--- config.mk ---
export PLATFORM = sky130hd
export DESIGN_NAME = tdc_wabs_rx
export DESIGN_NICKNAME = d
export VERILOG_FILES = /design/src/rtl/grid_pkg.sv /design/src/rtl/tdc_wabs_rx_out_buf.sv /design/src/rtl/tdc_wabs_rx.sv
export SDC_FILE = /design/constraint.sdc
export NUM_CORES = 1
export LEC_CHECK = 0
export BUFFER_PORTS_ARGS = -buffer_cell sky130_fd_sc_hd__buf_4
export CAP_MARGIN = 20
export CORE_ASPECT_RATIO = 0.75
export CORE_UTILIZATION = 45
export DETAILED_ROUTE_END_ITERATION = 6
export PLACE_DENSITY = 0.72
export REMOVE_ABC_BUFFERS = 1
export SLEW_MARGIN = 20
export SYNTH_ARGS = -nofsm -noshare
export SYNTH_HDL_FRONTEND = slang
export SYNTH_HIERARCHICAL = 1
export SYNTH_SLANG_ARGS = --single-unit
--- constraint.sdc ---
create_clock -name clk -period 3.2 [get_ports clk]
set_clock_uncertainty 0.05 [all_clocks]
set_input_delay 0.16 -clock clk [delete_from_list [all_inputs] [get_ports clk]]
set_output_delay 0.16 -clock clk [all_outputs]
set_load 0.01 [all_outputs]
--- src/rtl/grid_pkg.sv ---
// Shared types and constants for the grid time-domain blocks.
//   tdc_state_e  : receiver FSM states
//   tdc_result_t : one measured result (magnitude, sign, saturation flag)
//   DIN_W        : magnitude width shared with the DTC driver
//   TDC_WINDOW   : receiver frame length in clk cycles
package grid_pkg;

  localparam int DIN_W      = 8;
  localparam int TDC_WINDOW = 260;

  typedef enum logic [1:0] {
    IDLE = 2'd0,
    WAIT = 2'd1,
    MEAS = 2'd2,
    DONE = 2'd3
  } tdc_state_e;

  // mag is sized by DIN_W; the receiver's W parameter must equal DIN_W.
  typedef struct packed {
    logic [DIN_W-1:0] mag;
    logic             sign;
    logic             ovf;
  } tdc_result_t;

endpackage

--- src/rtl/tdc_wabs_rx_out_buf.sv ---
// One-entry valid/ready holding register for receiver results.
//   clk, rst   : clock, async active-low reset
//   push       : a new result is offered this cycle
//   push_res   : the offered result
//   pop_ready  : consumer accepts the held result when out_valid is high
//   out_valid  : a result is held
//   out_res    : held result; kept unchanged after it is consumed
//   drop       : pulse, a pushed result was discarded because the entry was full
module tdc_out_buf
  import grid_pkg::*;
(
  input  logic        clk,
  input  logic        rst,
  input  logic        push,
  input  tdc_result_t push_res,
  input  logic        pop_ready,
  output logic        out_valid,
  output tdc_result_t out_res,
  output logic        drop
);

  logic        valid_q, valid_d;
  tdc_result_t res_q, res_d;
  logic        load;

  // A push lands when the entry is empty or is being drained this same cycle.
  assign load = push & (~valid_q | pop_ready);
  assign drop = push & valid_q & ~pop_ready;

  always_comb begin
    valid_d = valid_q;
    res_d   = res_q;
    if (load) begin
      valid_d = 1'b1;
      res_d   = push_res;
    end else if (valid_q && pop_ready) begin
      valid_d = 1'b0;
    end
  end

  always_ff @(posedge clk or negedge rst) begin
    if (!rst) begin
      valid_q <= 1'b0;
      res_q   <= '0;
    end else begin
      valid_q <= valid_d;
      res_q   <= res_d;
    end
  end

  assign out_valid = valid_q;
  assign out_res   = res_q;

endmodule

--- src/rtl/tdc_wabs_rx.sv ---
// Time-to-digital receiver: read end of the dtc_wabs pulse link.
// Measures the width of one tac pulse per trig frame and recovers magnitude
// and sign; results leave through a one-entry valid/ready buffer.
//   clk, rst    : clock, async active-low reset
//   trig        : 1-cycle frame start strobe
//   tac_in      : pulse-width-coded magnitude (N high cycles = N)
//   sign_in     : sign accompanying the pulse, sampled on its first cycle
//   dout        : recovered magnitude
//   dout_sign   : recovered sign
//   dout_valid  : result held in the output buffer
//   dout_ready  : consumer handshake
//   ovf         : held result saturated (too long or never fell)
//   err         : sticky; trig inside a frame or result dropped on overrun
//   busy        : FSM not idle
module tdc_wabs_rx
  import grid_pkg::*;
#(
  parameter int W      = DIN_W,
  parameter int WINDOW = TDC_WINDOW
) (
  input  logic         clk,
  input  logic         rst,
  input  logic         trig,
  input  logic         tac_in,
  input  logic         sign_in,
  output logic [W-1:0] dout,
  output logic         dout_sign,
  output logic         dout_valid,
  input  logic         dout_ready,
  output logic         ovf,
  output logic         err,
  output logic         busy
);

  localparam int FC_W = $clog2(WINDOW + 1);
  localparam int MAXC = 2**W - 1;
  localparam logic [FC_W:0]  FC_END = (FC_W+1)'(WINDOW);
  localparam logic [FC_W-1:0] FC_ONE = FC_W'(1);

  tdc_state_e     state_q, state_d;
  logic [FC_W-1:0] fc_q, fc_d;
  // Extra top bit marks "more than MAXC high cycles seen"; pc parks at MAXC+1.
  logic [W:0]     pc_q, pc_d;
  logic           sign_q, sign_d;
  tdc_result_t    res_q, res_d;
  logic           err_q, err_d;

  logic [FC_W:0]  fc_inc;
  logic           fc_end;
  logic           push;
  logic           trig_err;
  logic           drop;
  tdc_result_t    buf_res;

  // One bit wider so the compare is safe even when fc sits at WINDOW.
  assign fc_inc = {1'b0, fc_q} + 1'b1;
  assign fc_end = (fc_inc >= FC_END);

  // State register
  always_ff @(posedge clk or negedge rst) begin
    if (!rst) state_q <= IDLE;
    else      state_q <= state_d;
  end

  // Next-state logic; a trig inside a frame restarts the frame.
  always_comb begin
    state_d = state_q;
    unique case (state_q)
      IDLE: if (trig) state_d = WAIT;
      WAIT: begin
        if (trig)        state_d = WAIT;
        else if (tac_in) state_d = MEAS;
        else if (fc_end) state_d = DONE;
      end
      MEAS: begin
        if (trig)                 state_d = WAIT;
        else if (!tac_in || fc_end) state_d = DONE;
      end
      DONE: state_d = IDLE;
      default: state_d = IDLE;
    endcase
  end

  // Outputs / datapath
  always_comb begin
    fc_d     = fc_q;
    pc_d     = pc_q;
    sign_d   = sign_q;
    res_d    = res_q;
    push     = 1'b0;
    trig_err = 1'b0;
    unique case (state_q)
      IDLE: begin
        if (trig) begin
          fc_d = FC_ONE;
          pc_d = '0;
        end
      end
      WAIT: begin
        if (trig) begin
          trig_err = 1'b1;
          fc_d     = FC_ONE;
          pc_d     = '0;
        end else begin
          fc_d = fc_inc[FC_W-1:0];
          if (tac_in) begin
            pc_d   = (W+1)'(1);
            sign_d = sign_in;
          end else if (fc_end) begin
            // No pulse within the window encodes code 0.
            res_d = '0;
          end
        end
      end
      MEAS: begin
        if (trig) begin
          trig_err = 1'b1;
          fc_d     = FC_ONE;
          pc_d     = '0;
        end else begin
          fc_d = fc_inc[FC_W-1:0];
          if (tac_in && !fc_end) begin
            pc_d = pc_q[W] ? pc_q : pc_q + 1'b1;
          end else if (tac_in) begin
            // Pulse never fell inside the window.
            res_d = '{mag: W'(MAXC), sign: sign_q, ovf: 1'b1};
          end else begin
            res_d = '{mag:  pc_q[W] ? W'(MAXC) : pc_q[W-1:0],
                      sign: sign_q,
                      ovf:  pc_q[W]};
          end
        end
      end
      DONE: begin
        push     = 1'b1;
        trig_err = trig;
      end
      default: ;
    endcase
    err_d = err_q | trig_err | drop;
  end

  always_ff @(posedge clk or negedge rst) begin
    if (!rst) begin
      fc_q   <= '0;
      pc_q   <= '0;
      sign_q <= 1'b0;
      res_q  <= '0;
      err_q  <= 1'b0;
    end else begin
      fc_q   <= fc_d;
      pc_q   <= pc_d;
      sign_q <= sign_d;
      res_q  <= res_d;
      err_q  <= err_d;
    end
  end

  tdc_out_buf u_out_buf (
    .clk       (clk),
    .rst       (rst),
    .push      (push),
    .push_res  (res_q),
    .pop_ready (dout_ready),
    .out_valid (dout_valid),
    .out_res   (buf_res),
    .drop      (drop)
  );

  assign dout      = buf_res.mag;
  assign dout_sign = buf_res.sign;
  assign ovf       = buf_res.ovf;
  assign err       = err_q;
  assign busy      = (state_q != IDLE);

endmodule

**After elaboration in Yosys (flattened, before gate mapping)**

Index checks and enable logic that the tools add are counted.

- Bits in registers: 43
- Input port bits: 6
- Output and inout port bits: 13

- $add $sub $neg: 2
- $lt $le $gt $ge: 1
- Eq/ne operators: 14
- Multiplexer cells: 30
- Bitwise logic cells: 9
- Reductions and logical operators: 18

Operator list:

| cell | count |
|---|---|
| two-way mux 9 bit | 8 |
| two-way mux 10 bit | 6 |
| case mux 9 bit (3 select lines) | 1 |
| case mux 10 bit (2 select lines) | 1 |
| case mux 9 bit (2 select lines) | 1 |
| two-way mux 2 bit | 6 |
| inequality test 2 bit (second input constant) | 6 |
| inequality test 3 bit (second input constant) | 4 |
| adder 9 x 1 -> 10 bit (second input constant) | 1 |
| >= comparator 10 x 9 -> 1 bit (second input constant) | 1 |
| adder 9 x 1 -> 9 bit (second input constant) | 1 |
| two-way mux 8 bit | 1 |
| case mux 2 bit (4 select lines) | 1 |
| nonzero test 2 bit | 4 |
| AND reduction 3 bit | 2 |
| AND reduction 6 bit | 1 |
| AND reduction 5 bit | 1 |
| equality test 2 bit (second input constant) | 2 |
| two-way mux 1 bit | 4 |
| inequality test 4 bit (second input constant) | 1 |
| AND reduction 4 bit | 1 |
| AND 1 bit | 3 |
| NOT 1 bit | 3 |
| OR 1 bit | 3 |
| other kinds (9) | 11 |

**Longest topological paths before layout**

Gate-level depths: netlist of the first run.

- Depth in word-level cells: 7
- Gate-level depth with buffers: 9
- Gate-level depth less buffers: 8

**Modules after synthesis**

The synthesis of the first run kept the hierarchy.

Modules (own cells, without submodules):

| module | times used | cells each | area each (um^2) |
|---|---|---|---|
| tdc_wabs_rx | 1 | 204 | 1,885.6 |
| tdc_out_buf | 1 | 26 | 461.7 |

**Least setup slack after synthesis of the first run**

Ideal clock, no wire load.

- Path type: reg-to-reg
- From: reg fc_q[0]
- To: reg res_q[2] (netlist bit)
- Setup time: 0.079 ns
- Arrival time: 2.219 ns
- Data required time: 3.071 ns
- Setup slack: 0.852 ns
- Cell stages (with the launch flop): 10
- Path buffers: 1
- Period minus slack after synthesis: 2.348 ns
- Path through: dfrtp_1 > ha_1 > nand2_1 > nor3_1 > xor2_1 > a22oi_2 > a21boi_2 > a2111oi_2 > buf_6 > mux2i_1

- Longest elaborated chain between the ends: 6

Ends and longest elaborated chain:

| item | line | source |
|---|---|---|
| start, declared | tdc_wabs_rx.sv:41 | `logic [FC_W-1:0] fc_q, fc_d;` |
| start signal, assigned | tdc_wabs_rx.sv:145 | `fc_q <= '0;` |
| start signal, assigned | tdc_wabs_rx.sv:151 | `fc_q <= fc_d;` |
| adder 9 x 1 -> 10 bit * | tdc_wabs_rx.sv:56 | `assign fc_inc = {1'b0, fc_q} + 1'b1;` |
| >= comparator 10 x 9 -> 1 bit * | tdc_wabs_rx.sv:57 | `assign fc_end = (fc_inc >= FC_END);` |
| zero test 1 bit | tdc_wabs_rx.sv:122 | `if (tac_in && !fc_end) begin` |
| logical AND 1 bit | tdc_wabs_rx.sv:122 |  |
| inequality test 2 bit (no line) | -- |  |
| AND reduction 6 bit (no line) * | -- |  |
| end signal, assigned | tdc_wabs_rx.sv:154 | `res_q <= res_d;` |
| end, declared | tdc_wabs_rx.sv:45 | `tdc_result_t res_q, res_d;` |

Mark *: on every way between the ends. The rest lies on a longest branch, timed or not.
A chain may end at the register's enable or synchronous reset.

**Final worst setup path of the first run**

- From: reg fc_q[0]
- To: reg res_q[9] (netlist bit)

The elaborated chain is that of the path after synthesis.

==> results of run 1 <==
critical path: cells and delay by family (launching register included):
family	cells	cell delay, ns
xor+xnor	1	0.24
compound gates	3	0.64
mux	1	0.22
simple gates	2	0.39
flops	1	0.45
fa+ha+maj	1	0.30
buf+inv	1	0.28
power by group:
| part | switching, mW | total (mW) | internal (mW) |
|---|---|---|---|
| registers | 0.102 | 0.783 | 0.681 |
| logic | 0.430 | 0.836 | 0.406 |
| clock network | 0.199 | 0.351 | 0.152 |
registers in the layout (all words and copies together), names as in the netlist:
register             count
err                      1
fc_q                     9
pc_q                     9
res_q                   10
sign_q                   1
state_q                  2
u_out_buf/out_res       10
u_out_buf/out_valid      1
metrics by stage:
| stage | util (%) | setup slack, ns | cells | hold slack (ns) |
|---|---|---|---|---|
| after global routing | 53.4 | 0.251 | 314 | 0.0309 |
| after floorplan | - | 0.230 | 224 | -0.186 |
| after detailed placement | 51.4 | 0.576 | 305 | 0.137 |
| after CTS | 53.4 | 0.551 | 314 | 0.0309 |
| final | 53.4 | 0.553 | 314 | 0.0356 |
| after global placement | 51.4 | 0.709 | 305 | 0.131 |
per-layer routing:
| layer | up-vias | track usage (%) | wire length, µm |
|---|---|---|---|
| met3 | 7 | 4.33 | 195 |
| met4 | 0 | 7.92 | 66 |
| met1 | 864 | 25.3 | 2300 |
| met2 | 39 | 28.7 | 2020 |
| li1 | 868 | - | - |
| met5 | - | 0 | 0 |
cell families after synthesis:
logic type               after synthesis
flip-flops                            43
XOR/XNOR                               2
adder cells (fa/ha/maj)                7
AO/OA/AOI/OAI                         58
buffers and inverters                 24
multiplexers                          24
AND/OR/NAND/NOR                       72
layout make-up:
class                   count  area [µm²]  area share, %
inverters                  18        67.6           2.55
repair buffers             22         168           6.34
clock inverters             3        20.0          0.757
flip-flops and latches     43        1080           40.7
multi-input cells         163        1170           44.2
well taps                  60        75.1           2.84
clock buffers               5        68.8           2.60
worst max-delay path by stage:
stage	startpoint	endpoint	slack (ns)	depth (start not counted)
finish	fc_q[0]	res_q[9]	0.55	9
CTS	fc_q[0]	res_q[0]	0.55	9
global route	fc_q[0]	res_q[3]	0.25	9
detailed placement	fc_q[0]	res_q[0]	0.58	9
floorplan	fc_q[0]	res_q[0]	0.23	8
global placement	fc_q[0]	res_q[8]	0.71	9
cells in the final DEF (no fill, tap or decap), drive strengths merged, types with 2 or more instances in the layout:
master    netlist  layout
xor2            2       2
clkbuf          2       5
clkinvlp        0       2
dfrtp          43      43
and3            6       6
inv            18      18
a2111oi         2       2
nor2b           3       3
o31ai           5       5
a31oi           2       2
nor2           14      14
mux2i          11      11
buf             4      21
nand2b          5       5
nand3          12      12
nor4            2       2
a41oi           2       2
or2             2       2
a21boi          2       2
mux2           13      13
o21ai          30      30
a21oi           4       4
nor3            2       2
ha              7       7
nand2          23      23
==> results.toml, run 1 <==
[run_status]
status = "finished clean"

[worst_setup_path]
cp.arrival_ns = 2.82
path_max_fanout = 10
r2r-end = "res_q[9]"
worst_r2r_path_depth = 9
worstPathCellList = "ha_1 > nand2_1 > nor3_1 > xor2_1 > a22oi_2 > a21boi_2 > a2111oi_2 > buf_4 > mux2i_1"
r2r-start = "fc_q[0]"
worst-setup-path-type = "flip-flop to flip-flop"
end_kind = "flip-flop"
reg2reg_slack_ns = 0.55
start_kind = "flip-flop"
crit_required_ns = 3.38
slowest_delay_ns = 0.45
critPathSlowestCell = "dfrtp_1"

[die]
io-pin-count = 19
placeableCoreArea_mm2 = 0.00495
initial_core_util_pct = 47.4
num_rows = 22
die_h_um = 64.5
die_x_um = 85.4
die-area_mm2 = 0.00551

[power_and_ir_drop]
ir_worst_vdd_uv = 560
p_total_mw = 1.97
leakage_nw = 1.22
p_per_area_mw_per_mm2 = 745

[drt]
vias = 1778
wire_per_inst_um = 14.6
drt_iter0_markers = 116
drt-pass1-iter-count = 4
finalWirelength_um = 4580
drc = 0
ant_nets = 0
viasPerCell = 5.66

[clock_tree]
root_buffer = "clkbuf_8"
postCtsHoldBufs = 1
numCtsBuffers = 5
cts_buffer_depth = 2
cts_tree = "built"
post_cts_buffers = 0
cts.sinks = 43
clk_latency_ns = 0.30
clk_pin_slew_ns = 0.08
h-tree-depth = 2
ctsResizeCount = 0

[placement]
portBuffers = 18
gp_congestion = 0.853
hpwl_um = 3190
post_dp_cell_area_mm2 = 0.00255

[grt]
grt_pass1_vias = 1706
grt_pass1_wl_um = 8050
antenna_found_initial = 0
grt_max_degree = 44
grt_overflow = 0
track_usage_pct = 18.7

[synthesis]
yosys-mux-area-fraction_pct = 12.5
synth.area.top_cells = "dfrtp_1 46%, mux2_4 6.4%, o21ai_0 6.4%, mux2i_1 4.7%, ha_1 3.7%"
ys.flop_type = "dfrtp_1"
synth_edf_count = 0
synth_top_family_by_area = "compound AO/OA/AOI/OAI gates"
synth_top_area_share_pct = 45.8
synth-simple-area-share_pct = 15.8
ys_ff_latch = 43
synth_most_common_cell = "dfrtp_1"
synth_area_leader_cell = "dfrtp_1"
synth-compound-area-share_pct = 17.0
synthCells = 230
ys_async_sr_fraction_pct = 100
yosysWarnings = 6
synthAdderAreaFrac_pct = 3.73
synth_xor_area_share_pct = 0.746
synthesis.area_mm2 = 0.00235
ys_seq_area_share_pct = 45.8
synth_common_cells = "43 x dfrtp_1, 30 x o21ai_0, 22 x nand2_1"
syn_area_per_cell_um2 = 10.2
synth_cell_type_count = 50

[timing]
fmax_mhz = 378
setup_viol = 0
post-route-min-period_ns = 2.65
slew_headroom_pct = 63.9
maxSlewViolCount = 0
setup_tns_ns = 0
grt_setup_unrepaired = "false"
hold_viol_final = 0
post-route-period-util_pct = 82.7
tightest_slew_ns = 0.541

[final_layout]
fill_cells = 453
stdcell_area_mm2 = 0.00265
drive_above_1_share_pct = 21.7
antennaDiodeCount = 0
syn_to_final_growth_pct = 12.7
fin_nets = 266

[min_path]
hp-start = "trig"
hold_path_depth = 2
hold_end = "state_q[1]"
min_path_type = "input pin to flip-flop"

[job]
maxCapViolations = 0
Power figures use the tool's default switching activity.
==> inputs of run 2 (changes only) <==
==> constraint.sdc (replaced) <==
create_clock -name clk -period 2.49 [get_ports clk]
set_clock_uncertainty 0.05 [all_clocks]
set_input_delay 0.1245 -clock clk [delete_from_list [all_inputs] [get_ports clk]]
set_output_delay 0.1245 -clock clk [all_outputs]
set_load 0.01 [all_outputs]
==> results.toml, run 2 (synthesized netlist as in run 1, its figures left out) <==
[run_status]
status = "finished clean"

[die]
die_h_um = 64.5
placeableCoreArea_mm2 = 0.00495
num_rows = 22
io-pin-count = 19
die_x_um = 85.4
die-area_mm2 = 0.00551
initial_core_util_pct = 47.4

[timing]
setup_viol = 0
post-route-period-util_pct = 96.0
hold_viol_final = 0
post-route-min-period_ns = 2.39
setup_tns_ns = 0
slew_headroom_pct = 63.8
maxSlewViolCount = 0
tightest_slew_ns = 0.543
fmax_mhz = 418

[power_and_ir_drop]
power_switching_mw = 0.931
p_per_area_mw_per_mm2 = 945
internal_power_mw = 1.64
clkPwrFrac_pct = 17.4
p_comb_share_pct = 44.2
p_total_mw = 2.58
ir_worst_vdd_uv = 649
leakage_nw = 1.26
swShare_pct = 36.2
pwr-share-seq_pct = 38.4

[worst_setup_path]
r2r-start = "fc_q[3]"
cp_top_family = "simple AND/OR/NAND/NOR gates"
start_kind = "flip-flop"
worst-path-buf-inv = 1
critPathSlowestCell = "or4_1"
crit_required_ns = 2.67
reg2reg_slack_ns = 0.10
end_kind = "flip-flop"
r2r-end = "pc_q[2]"
slowest_delay_ns = 0.53
worstPathCellList = "nand3_2 > nor4_2 > o22ai_2 > a22oi_2 > buf_4 > nand2_1 > or4_1 > nand3_1"
path_max_fanout = 9
cp.arrival_ns = 2.57
worst_r2r_path_depth = 8
worst-setup-path-type = "flip-flop to flip-flop"

[placement]
portBuffers = 18
gp_congestion = 0.856
hpwl_um = 3180
dp.cells = 310

[grt]
antenna_found_initial = 0
track_usage_pct = 19.0
grt_max_degree = 44
grt_overflow = 0
grt_pass1_vias = 1625
grt_pass1_wl_um = 8020

[clock_tree]
h-tree-depth = 2
cts_buffer_depth = 2
cts.sinks = 43
root_buffer = "clkbuf_8"
clk_pin_slew_ns = 0.08
post_cts_buffers = 0
clk_latency_ns = 0.29
cts_tree = "built"
numCtsBuffers = 5

[drt]
drc = 0
wire_per_inst_um = 15.1
ant_nets = 0
vias = 1784
drt-pass1-iter-count = 4
viasPerCell = 5.59
drt_iter0_markers = 100
finalWirelength_um = 4820

[min_path]
hold_path_depth = 2
hold_end = "state_q[1]"
hp-start = "trig"
min_path_type = "input pin to flip-flop"

[final_layout]
layout_common_cells = "43 x dfrtp_1, 29 x o21ai_0, 25 x buf_4"
ff_latch_area_mm2 = 0.00108
final_cells = 319
fin_nets = 272
syn_to_final_growth_pct = 16.0
drive_above_1_share_pct = 24.3
final_common_cell = "dfrtp_1"
fill_cells = 449
antennaDiodeCount = 0
multi_input_comb_area_mm2 = 0.00120

[job]
maxCapViolations = 0
## run 2: cell type report
class	count	area share (%)
flip-flops and latches	43	39.5
inverters	18	2.48
clock inverters	1	0.184
repair buffers	28	8.08
multi-input cells	163	44.0
clock buffers	6	3.03
well taps	60	2.76
## run 2: routing by layer
layer  global-route usage (%)  share of wire (%)  up-vias
met5                        0                  0        -
li1                         -                  -      875
met1                     28.5                 52      867
met4                     5.21               0.60        0
met2                     27.6                 44       40
met3                     3.82                4.0        2
## run 2: timing repair
item,4_1_cts,5_1_grt
pin swaps,0,6
resized for setup,6,4
hold endpoints to repair,43,0
endpoints found under the setup margin,1,18
cloned,1,0
hold buffers,1,0
## run 2: worst reg2reg max path, stage by stage (launching register included)
cell and delay (ns):
dfrtp_1 0.51, nand3_2 0.19, nor4_2 0.35, o22ai_2 0.14
a22oi_2 0.19, buf_4 0.17, nand2_1 0.11, or4_1 0.53
nand3_1 0.09
## run 2: worst max path at each step
stage | depth (start not counted) | end | slack [ns] | startpoint
2_1_floorplan | 8 | res_q[0] | -0.48 | fc_q[0]
3_3_place_gp | 9 | pc_q[6] | 0.07 | fc_q[0]
3_5_place_dp | 9 | res_q[2] | 0.02 | fc_q[0]
4_1_cts | 9 | res_q[9] | 0.04 | fc_q[0]
5_1_grt | 8 | pc_q[2] | -0.04 | fc_q[3]
6_report | 8 | pc_q[2] | 0.10 | fc_q[3]
## run 2: through the flow
stage	hold WS, ns	util (%)	worst slack, ns	area (µm²)
2_1_floorplan	-0.221	-	-0.480	2310
3_5_place_dp	0.0997	52.1	0.0189	2580
6_report	0.0155	55.0	0.100	2720
3_3_place_gp	0.0947	52.1	0.0688	2580
5_1_grt	0.00352	55.0	-0.0418	2720
4_1_cts	0.00445	54.6	0.0430	2710
## run 2: power by group through the flow
stage                     clock network (mW)  registers [mW]  logic [mW]
after floorplan                            0            1.04       0.687
final                                  0.448           0.989        1.14
after global placement                     0           0.997        1.10
after detailed placement                   0            1.01        1.11
after global routing                   0.497            1.02        1.26
after CTS                              0.467           0.992        1.13
==> inputs of run 3 (changes only) <==
--- a/config.mk
+++ b/config.mk
@@ -5,6 +5,7 @@
 export SDC_FILE = /design/constraint.sdc
 export NUM_CORES = 1
 export LEC_CHECK = 0
+export ABC_AREA = 1
 export BUFFER_PORTS_ARGS = -buffer_cell sky130_fd_sc_hd__buf_4
 export CAP_MARGIN = 20
 export CORE_ASPECT_RATIO = 0.75
@@ -12,7 +13,6 @@
 export DETAILED_ROUTE_END_ITERATION = 6
 export PLACE_DENSITY = 0.72
 export REMOVE_ABC_BUFFERS = 1
-export SLEW_MARGIN = 20
 export SYNTH_ARGS = -nofsm -noshare
 export SYNTH_HDL_FRONTEND = slang
 export SYNTH_HIERARCHICAL = 1
==> results.toml, run 3 <==
[drt]
drt-pass1-iter-count = 5
vias = 2181
drt_iter0_markers = 185
wire_per_inst_um = 13.1
viasPerCell = 5.19
ant_nets = 0
drc = 0
finalWirelength_um = 5510

[clock_tree]
numCtsBuffers = 5
cts.sinks = 43
clk_latency_ns = 0.31
h-tree-depth = 2
post_cts_buffers = 0
root_buffer = "clkbuf_8"
cts_tree = "built"
cts_buffer_depth = 2
clk_pin_slew_ns = 0.09

[timing]
grt_setup_unrepaired = "false"
hold_viol_final = 0
fmax_mhz = 477
post-route-period-util_pct = 84.2
setup_tns_ns = 0
timing.hold.ws_ns = 0.129
tightest_slew_ns = 0.537
setup_viol = 0
slew_headroom_pct = 64.2
maxSlewViolCount = 0
post-route-min-period_ns = 2.10

[worst_setup_path]
r2r-end = "res_q[6]"
worst_r2r_path_depth = 14
cpMostUsedCell = "nand2_1"
reg2reg_slack_ns = 0.39
end_kind = "flip-flop"
cp.arrival_ns = 2.25
start_kind = "flip-flop"
critPathSlowestCell = "dfrtp_1"
crit_required_ns = 2.64
worst-path-buf-inv = 0
path_max_fanout = 11
r2r-start = "fc_q[1]"
worst-setup-path-type = "flip-flop to flip-flop"
cp_top_family = "simple AND/OR/NAND/NOR gates"
slowest_delay_ns = 0.41
worstPathCellList = "ha_1 > nand2_2 > nor2_2 > nand2_1 > nand2_1 > nand3_1 > nor2_1 > nand2_1 > nand2_1 > nand3_2 > nand2_2 > nand2_2 > nand2_1 > nand2_1"

[final_layout]
multi_input_comb_area_mm2 = 0.00122
ff_latch_area_mm2 = 0.00108
layout_common_cells = "101 x nand2_1, 43 x dfrtp_1, 32 x inv_1"
antennaDiodeCount = 0
fill_cells = 498
drive_above_1_share_pct = 15.9
fin_nets = 357
final_common_cell = "nand2_1"
syn_to_final_growth_pct = 12.1

[synthesis]
synthCells = 321
ys_async_sr_fraction_pct = 100
synth_most_common_cell = "nand2_1"
synth_edf_count = 0
ys_ff_latch = 43
synthesis.area_mm2 = 0.00248
synth.area.top_cells = "dfrtp_1 43%, nand2_1 15%, nand3_1 5.8%, inv_1 4.8%, nand4_1 4.3%"
synth_area_leader_cell = "dfrtp_1"
synth_common_cells = "101 x nand2_1, 43 x dfrtp_1, 32 x inv_1"
synth_cell_type_count = 31
synth_top_area_share_pct = 43.3
syn_area_per_cell_um2 = 7.73
ys_seq_area_share_pct = 43.3
ys.flop_type = "dfrtp_1"
yosysWarnings = 6

[power_and_ir_drop]
p_per_area_mw_per_mm2 = 792
internal_power_mw = 1.29
clkPwrFrac_pct = 21.4
p_comb_share_pct = 37.7
swShare_pct = 41.3
power_switching_mw = 0.911
leakage_nw = 1.39
pwr-share-seq_pct = 40.8
p_total_mw = 2.20
ir_worst_vdd_uv = 270

[die]
die_h_um = 66.3
die_x_um = 87.8
placeableCoreArea_mm2 = 0.00532
io-pin-count = 19
die-area_mm2 = 0.00582
num_rows = 23
initial_core_util_pct = 46.6

[min_path]
hold_end = "u_out_buf/out_valid"
min_path_type = "input pin to flip-flop"
hp-start = "dout_ready"
hold_path_depth = 4

[placement]
gp_congestion = 0.913
portBuffers = 18
hpwl_um = 4070

[grt]
track_usage_pct = 20.6
grt_pass1_wl_um = 9090
antenna_found_initial = 0
grt_pass1_vias = 1926
grt_overflow = 0
grt_max_degree = 44

[run_status]
status = "finished clean"

[job]
maxCapViolations = 0
[run 3: timing repair]
item                                   CTS  global route
gates resized for setup                  0             0
endpoints found under the hold margin   44             0
hold buffers                             2             0
[run 3: area by class of cell]
type | instances | share of cell area [%]
clock inverters | 3 | 0.854
multi-input cells | 238 | 43.8
well taps | 75 | 3.37
flip-flops and latches | 43 | 38.7
clock buffers | 5 | 2.47
inverters | 33 | 4.45
repair buffers | 23 | 6.38
[run 3: per-layer routing]
layer / vias to the layer above / wire, µm / GRT usage (%)
met3: 15 / 401 / 3.87
met4: 0 / 116 / 7.99
met5: - / 0 / 0
li1: 1103 / - / -
met2: 87 / 2200 / 29.3
met1: 976 / 2790 / 30.6
[run 3: per-stage QoR]
| step | instances | setup slack, ns | area, µm² | utilization (%) |
|---|---|---|---|---|
| detailed placement | 410 | 0.419 | 2670 | 50.2 |
| floorplan | 314 | 0.500 | 2420 | - |
| CTS | 420 | 0.402 | 2780 | 52.3 |
| finish | 420 | 0.392 | 2780 | 52.3 |
| global route | 420 | 0.153 | 2780 | 52.3 |
| global placement | 410 | 0.487 | 2670 | 50.2 |
[run 3: how the worst max path moves through the flow]
stage,cells after the start,end,start
6_report,14,res_q[6],fc_q[1]
4_1_cts,15,res_q[6],fc_q[0]
2_1_floorplan,8,state_q[0],state_q[0]
3_5_place_dp,14,res_q[6],fc_q[1]
3_3_place_gp,14,res_q[4],fc_q[1]
5_1_grt,15,res_q[9],fc_q[0]
[run 3: worst register-to-register path, delay by kind of cell (launching register included)]
kind,cells,cell delay (ns)
adders and majority gates,1,0.20
DFF,1,0.41
and+or+nand+nor,13,1.33
[run 3: power groups by stage]
stage | sequential [mW] | combinational [mW] | clock [mW]
3_3_place_gp | 0.908 | 0.805 | 0
5_1_grt | 0.915 | 0.933 | 0.501
2_1_floorplan | 0.909 | 0.534 | 0
4_1_cts | 0.899 | 0.823 | 0.484
3_5_place_dp | 0.912 | 0.814 | 0
6_report | 0.900 | 0.832 | 0.473
[run 3: logic make-up after synthesis]
family | after synthesis | synth area share (%)
flip-flops | 43 | 43.3
buffers and inverters | 40 | 7.51
multiplexers | 1 | 0.454
AND/OR/NAND/NOR | 198 | 37.8
adder cells (fa/ha/maj) | 7 | 3.53
AO/OA/AOI/OAI | 32 | 7.41
